**src/rtl/regfile_wb_scheduler.sv**
```systemverilog
// Purpose : shares the single register-file write port between N_SRC writeback sources and keeps the RAW/WAW scoreboard.
// Latency : a grant in cycle T appears on rf_rd_* in cycle T+1; hazard/iss_stall/wb_ready are combinational.
// Backpres: round-robin one-hot wb_ready; non-granted sources hold their request; one write per cycle with no bubbles.
//
// Ports:
//   clk, rst                      clock and synchronous active-low reset
//   wb_valid/wb_rd/wb_data        per-source writeback requests (source i at slice i)
//   wb_ready                      one-hot grant, a request is consumed on valid & ready
//   rf_rd_en/rf_rd_addr/rf_rd_data registered register-file write port
//   iss_en/iss_rd/iss_stall       issue-side destination claim and WAW stall
//   chk_rs1/chk_rs2/hazard        issue-side source operands and RAW hazard
//   flush                         clears every busy bit
//   busy_vec                      scoreboard state, bit 0 is always 0

module regfile_wb_scheduler #(
    parameter int XLEN  = 32,
    parameter int N_SRC = 3
) (
    input  logic                    clk,
    input  logic                    rst,
    input  logic [N_SRC-1:0]        wb_valid,
    input  logic [N_SRC*5-1:0]      wb_rd,
    input  logic [N_SRC*XLEN-1:0]   wb_data,
    output logic [N_SRC-1:0]        wb_ready,
    output logic                    rf_rd_en,
    output logic [4:0]              rf_rd_addr,
    output logic [XLEN-1:0]         rf_rd_data,
    input  logic                    iss_en,
    input  logic [4:0]              iss_rd,
    output logic                    iss_stall,
    input  logic [4:0]              chk_rs1,
    input  logic [4:0]              chk_rs2,
    output logic                    hazard,
    input  logic                    flush,
    output logic [31:0]             busy_vec
);

    localparam int IDX_W = (N_SRC > 1) ? $clog2(N_SRC) : 1;

    // ------------------------------------------------------------------
    // Round-robin arbiter
    // ------------------------------------------------------------------
    logic [IDX_W-1:0] rr_ptr;
    logic [N_SRC-1:0] grant;
    logic             gnt_vld;
    logic [IDX_W-1:0] gnt_idx;
    logic [IDX_W-1:0] rr_nxt;

    // Two passes instead of a modulo rotate: first search rr_ptr..N_SRC-1,
    // then wrap to 0..rr_ptr-1. The found flag keeps only the first hit.
    always_comb begin
        grant   = '0;
        gnt_vld = 1'b0;
        gnt_idx = '0;
        for (int i = 0; i < N_SRC; i++) begin
            if (!gnt_vld && wb_valid[i] && (i >= int'(rr_ptr))) begin
                gnt_vld  = 1'b1;
                gnt_idx  = IDX_W'(i);
                grant[i] = 1'b1;
            end
        end
        for (int i = 0; i < N_SRC; i++) begin
            if (!gnt_vld && wb_valid[i] && (i < int'(rr_ptr))) begin
                gnt_vld  = 1'b1;
                gnt_idx  = IDX_W'(i);
                grant[i] = 1'b1;
            end
        end
    end

    assign wb_ready = grant;

    always_comb begin
        if (gnt_idx == IDX_W'(N_SRC - 1)) begin
            rr_nxt = '0;
        end else begin
            rr_nxt = gnt_idx + 1'b1;
        end
    end

    // ------------------------------------------------------------------
    // Winner's payload
    // ------------------------------------------------------------------
    logic [4:0]      sel_rd;
    logic [XLEN-1:0] sel_data;

    always_comb begin
        sel_rd   = '0;
        sel_data = '0;
        for (int i = 0; i < N_SRC; i++) begin
            if (grant[i]) begin
                sel_rd   = wb_rd[5*i +: 5];
                sel_data = wb_data[XLEN*i +: XLEN];
            end
        end
    end

    // ------------------------------------------------------------------
    // Scoreboard
    // ------------------------------------------------------------------
    logic        iss_set;
    logic [31:0] busy_nxt;

    // x0 is never busy, so neither check can fire for register 0.
    assign iss_stall = iss_en & busy_vec[iss_rd];
    assign hazard    = busy_vec[chk_rs1] | busy_vec[chk_rs2];
    assign iss_set   = iss_en & ~iss_stall & (iss_rd != 5'd0);

    // The clear comes from the write currently on the port (commit cycle),
    // so hazard stays high while the file is still being written. The set
    // is applied after the clear so a same-register set/clear leaves it busy.
    always_comb begin
        busy_nxt = busy_vec;
        if (flush) begin
            busy_nxt = '0;
        end else begin
            if (rf_rd_en) begin
                busy_nxt[rf_rd_addr] = 1'b0;
            end
            if (iss_set) begin
                busy_nxt[iss_rd] = 1'b1;
            end
        end
        busy_nxt[0] = 1'b0;
    end

    // ------------------------------------------------------------------
    // Registered write stage and state
    // ------------------------------------------------------------------
    always_ff @(posedge clk) begin
        if (!rst) begin
            rr_ptr     <= '0;
            rf_rd_en   <= 1'b0;
            rf_rd_addr <= '0;
            rf_rd_data <= '0;
            busy_vec   <= '0;
        end else begin
            busy_vec <= busy_nxt;
            // A grant to x0 is consumed but never reaches the file.
            rf_rd_en <= gnt_vld & (sel_rd != 5'd0);
            if (gnt_vld) begin
                rr_ptr     <= rr_nxt;
                rf_rd_addr <= sel_rd;
                rf_rd_data <= sel_data;
            end
        end
    end

endmodule

```
**config.mk**
```make
export PLATFORM = sky130hd
export DESIGN_NAME = regfile_wb_scheduler
export DESIGN_NICKNAME = d
export VERILOG_FILES = /design/src/rtl/regfile_wb_scheduler.sv
export SDC_FILE = /design/constraint.sdc
export NUM_CORES = 1
export LEC_CHECK = 0
export CORE_UTILIZATION = 36
export CTS_CLUSTER_DIAMETER = 100
export DETAILED_ROUTE_END_ITERATION = 8
export PLACE_DENSITY = 0.82
export SETUP_SLACK_MARGIN = 0.1
export SYNTH_ARGS = -nofsm -noshare
export SYNTH_HDL_FRONTEND = slang
export SYNTH_SLANG_ARGS = --single-unit
```
**constraint.sdc**
```tcl
create_clock -name clk -period 2.3 [get_ports clk]
set_clock_uncertainty 0.2 [all_clocks]
set_input_delay 0.46 -clock clk [delete_from_list [all_inputs] [get_ports clk]]
set_output_delay 0.46 -clock clk [all_outputs]
set_load 0.05 [all_outputs]
```
; Word-level counts from Yosys, hierarchy flattened
; Index checks and enable logic that the tools add are counted.
[word_totals]
output_inout_bits = 75
input_bits = 133
register_bits = 72
elab_cells = 87
[op_classes]
n_bitwise = 10
order_cmp = 12
n_reduce_logical = 21
eq_ne = 1
muxes = 36
add_sub_neg = 1
[op_table]
columns = op, count
row1 = 32-bit 2-to-1 mux, 6
row2 = 32-bit bitwise AND, 1
row3 = 32-bit inverter, 1
row4 = 32-bit bitwise OR, 1
row5 = 5-bit by 6-bit < comparator with 1-bit output (second input constant), 4
row6 = 1-bit 2-to-1 mux, 17
row7 = 1-bit binary-select mux with 5-bit select, 3
row8 = 5-bit 2-to-1 mux, 3
row9 = 1-bit logical AND, 13
row10 = 1-bit demux with 5-bit select, 2
row11 = 5-bit by 1-bit >= comparator with 1-bit output (second input constant), 2
row12 = 2-bit 2-to-1 mux, 5
row13 = 5-bit nonzero test, 2
row14 = 1-bit logical NOT, 5
row15 = 1-bit bitwise AND, 4
row16 = 1-bit by 2-bit >= comparator with 1-bit output (first input constant), 2
row17 = 1-bit by 2-bit < comparator with 1-bit output (first input constant), 2
row18 = 2-bit by 1-bit adder with 2-bit output (second input constant), 1
row19 = 2-bit equality test (second input constant), 1
row20 = 2-bit >= comparator (first input constant), 1
row21 = 2-bit < comparator (first input constant), 1
row22 = 1-bit inverter, 2
row23 = 2-bit OR reduction, 1
row24 = 1-bit bitwise OR, 1

; Depth between registers and ports, before layout
[depth]
depth_word = 26
depth_mapped = 7
ltp_nobuf = 6

; Least setup slack after synthesis
; OpenSTA, ideal clock, no wires.
[synth_path]
kind = reg2out
startpoint = register busy_vec[7]
endpoint = output port hazard
setup_slack_ns = -0.479
t_arrival_ns = 2.119
stages_incl_launch_ff = 6
required_time_ns = 1.640
path_buffers = 0
path_cell_list = dfxtp_1 -> mux2i_1 -> mux4_2 -> nor2_1 -> a311oi_1 -> o21ai_1
[synth_via]
elab_chain_cells = 3
word_cells_on_any_way = 5
classes_between = 4 x mux / 1 x bitwise
[synth_rtl]
columns = item, line
row1 = "start, declared", 35  ; output logic [31:0] busy_vec
row2 = "start signal, assigned", 138  ; busy_vec <= busy_nxt;
row3 = 1-bit binary-select mux with 5-bit select, 106  ; assign hazard = busy_vec[chk_rs1] | busy_vec[chk_rs2];
row4 = 1-bit 2-to-1 mux (not written as such), 106
row5 = 1-bit bitwise OR *, 106
row6 = "end, declared", 33  ; output logic hazard,
; Every way passes the cells marked *; elsewhere a longest branch is shown, timed or not. The select of a mux whose other input is x is not followed.

; Worst setup path after layout
[layout_path]
startpoint = register busy_vec[26]
endpoint = output port iss_stall
[layout_via]
elab_chain_cells = 3
[layout_rtl]
columns = item, line
row1 = 1-bit binary-select mux with 5-bit select, 105  ; assign iss_stall = iss_en & busy_vec[iss_rd];
row2 = 1-bit 2-to-1 mux (not written as such), 105
row3 = 1-bit bitwise AND, 105
row4 = "end, declared", 30  ; output logic iss_stall,
; Every way passes these cells. The select of a mux whose other input is x is not followed.

==> impl_metrics.py <==
metrics = {
    "worst_setup_path": {
        "worst-setup-path-type": "flop to output pin",
        "cpMostUsedCell": "mux4_2",
        "startpoint_type": "flop",
        "slowest_delay_ps": 480,
        "worst-path-buf-inv": 1,
        "arrival_ps": 2130,
        "crit_required_ps": 1640,
        "endpoint_kind": "output pin",
        "cp_cell_sequence": "mux4_2 -> mux4_2 -> nand2b_4 -> o211a_4 -> buf_6",
        "critPathTopFamily": "multiplexers",
        "crit_fanout": 5,
        "crit_path_top_delay_cell": "mux4_2",
    },
    "floorplan": {
        "die_area_mm2": 0.01149,
        "rows": 38,
        "start_util_pct": 36.90,
        "core_area_mm2": 0.01079,
        "ioPinCount": 208,
        "die_x_um": 107.2,
        "die_y_um": 107.2,
    },
    "detailed_routing": {
        "wl_per_cell_um": 20.34,
        "firstDrtPassIters": 6,
        "vias": 4765,
        "drt_iter0_drc": 382,
        "vias_per_cell": 5.769,
        "ant_nets": 0,
        "totalWireLength_um": 16800,
        "drc_errors": 0,
    },
    "synthesis": {
        "yosysTopAreaCell": "dfxtp_1",
        "synth_edf_count": 0,
        "synth_area_mm2": 0.003983,
        "seq_area_frac_synth_pct": 35.69,
        "ys_warn_count": 0,
        "synth-seq-cells": 71,
        "synth_top_area_share_pct": 35.69,
        "ys_types": 43,
        "avgSynthCellArea_um2": 9.809,
        "ys.flop_type": "dfxtp_1",
        "syn_inst": 406,
        "synthTopCellsByArea": "dfxtp_1 36%, mux4_2 11%, a222oi_1 8.3%",
        "async_flop_share_pct": 0,
        "syn_nets": 539,
    },
    "layout": {
        "antenna_cells": 0,
        "syn_to_final_growth_pct": 80.02,
        "fin_cells": 826,
        "nets": 814,
        "drive_gt1_share_pct": 32.22,
        "utilization_pct": 66.43,
    },
    "sta": {
        "relSlewSlack_pct": 63.36,
        "fin_tns_setup_ps": -932.7,
        "fmax_ghz": 0.3585,
        "slew_violations": 0,
        "worstMarginPinSlew_ps": 548.6,
        "setup_viol": 2,
        "finalCritPeriodShare_pct": 121.3,
        "layout_min_cycle_time_ps": 2789,
        "fin_ws_ps": -489.3,
        "rsz0062_at_grt": "yes",
        "hold_viol": 0,
    },
    "grt": {
        "grt_pass1_vias": 4885,
        "antenna_found_initial": 0,
        "grt_max_degree": 42,
        "grt_util_all_layers_pct": 29.47,
        "grt_pass1_wl_um": 25540,
        "grt_overflow_total": 0,
    },
    "power": {
        "power_mw": 3.547,
        "peakVddDrop_v": 0.0003895,
        "power.leakage_nw": 3.117,
        "power.density_mw_per_mm2": 494.7,
    },
    "clock_tree": {
        "clock_path_buffers": 2,
        "h-tree-depth": 3,
        "cts_buffers": 9,
        "cts_sinks": 71,
        "insertion_delay_ps": 360,
        "cts_tree": "done",
        "cts_root_buf": "clkbuf_8",
        "clk_pin_slew_ps": 90,
    },
    "worst_hold_path": {
        "hold_class": "flop to flop",
    },
    "place": {
        "gp_congestion": 0.9659,
        "dpl.cell_count": 800,
        "dpl_worst_slack_ps": -1097,
        "port_buffers": 206,
        "dp_hpwl_um": 12860,
    },
    "status": {
        "violations": "setup timing",
        "status": "finished, violations left",
    },
    "job": {
        "max_cap_violations": 0,
    },
}
[registers in the layout (all words and copies together), names as in the netlist]
name	flops
rf_rd_addr	5
rf_rd_data	32
rf_rd_en	1
busy_vec	31
rr_ptr	2
[cell usage after synthesis (2+ instances only)]
cell type  count
o21ai_1        2
and2_1         3
nor4b_1        2
a222oi_1      33
nor3_1         2
buf_1          4
and3_1         2
nand2_1       78
o211a_1        2
nor4b_2        2
buf_4          2
dfxtp_1       71
mux4_2        20
nand3_1        4
mux2i_1        9
nand3b_1       3
mux4_1         4
nor3b_1        3
o21ai_0       10
a32o_1        26
o21a_1         2
inv_1          4
nor2b_1        7
a21boi_0      38
buf_2          9
nand2b_1       4
nor2_1         5
clkbuf_1      22
a21oi_1       12
and3b_1        3
nor4_1         3
mux2_2         4
[worst min-delay path, cell delays in order, from the launching register on]
cell and delay, ps:
dfxtp_2 340, o21ai_0 70, a21oi_1 60
[routing by layer]
layer  vias to the layer above  routed length, um  GRT usage [%]
li1                       2154                  -              -
met1                      2277               5966          30.71
met2                       279               8484          53.78
met3                        55               1596          8.024
met4                         0                752          15.26
met5                         -                  0              0
[worst paths after layout]
path	from	to	slack [ps]	depth (start not counted)
min	busy_vec[3]$_SDFF_PP0_	busy_vec[3]$_SDFF_PP0_	310	2
max	busy_vec[26]$_SDFF_PP0_	iss_stall	-490	5
min reg2reg	busy_vec[3]$_SDFF_PP0_	busy_vec[3]$_SDFF_PP0_	310	2
max reg2reg	rr_ptr[1]$_SDFFE_PN0P_	rf_rd_en$_SDFF_PN0_	220	7
[per-stage QoR]
stage,hold WS [ps],area (um^2)
after CTS,346.1,7061
final,314.5,7169
after floorplan,319.1,4049
after global routing,357.1,7169
after detailed placement,335.7,6731
after global placement,323.7,6731
[layout by cell type (no fill, tap or decap), types with 3 or more instances in the layout]
cell type	instances
dlymetal6s2s_1	18
a222oi_1	33
nand3b_1	3
clkbuf_8	10
a21oi_1	10
dfxtp_1	49
a21boi_0	36
mux2_2	4
dfxtp_2	21
buf_4	115
nor2b_1	6
buf_6	8
inv_1	4
nor2_1	4
nor4_1	3
mux2i_1	5
mux4_2	24
dlygate4sd2_1	21
buf_12	7
clkinv_2	3
nor3b_1	3
clkdlybuf4s50_1	128
a32o_1	26
nand2_1	78
mux2i_2	3
o21ai_0	10
nand3_1	4
and3b_1	3
[cells by family after synthesis]
logic type	synth area share, %
and+or+nand+nor	15.27
other	0.09416
AOI/OAI and AO/OA	26.99
DFF	35.69
buffers and inverters	4.618
muxes	17.34
[report_power, final]
group | internal [mW] | switching, mW
logic | 0.523 | 0.547
clock network | 0.637 | 0.495
registers | 1.29 | 0.0544
[layout make-up]
type / instances / area [um^2]
Tap cell: 140 / 175.2
Multi-Input combinational cell: 293 / 2460
Sequential cell: 71 / 1451
Inverter: 4 / 15.01
Clock inverter: 6 / 83.83
Timing Repair Buffer: 302 / 2846
Fill cell: 855 / 3623
Clock buffer: 10 / 137.6
[what timing repair did]
item,4_1_cts,5_1_grt
buffers inserted,7,1
endpoints found under the hold margin,0,0
pin swaps,3,3
hold buffers,0,0
setup endpoints to repair,44,37
gates cloned,2,0
gates resized for setup,67,40
No activity file was read; power rests on OpenSTA's default activity.
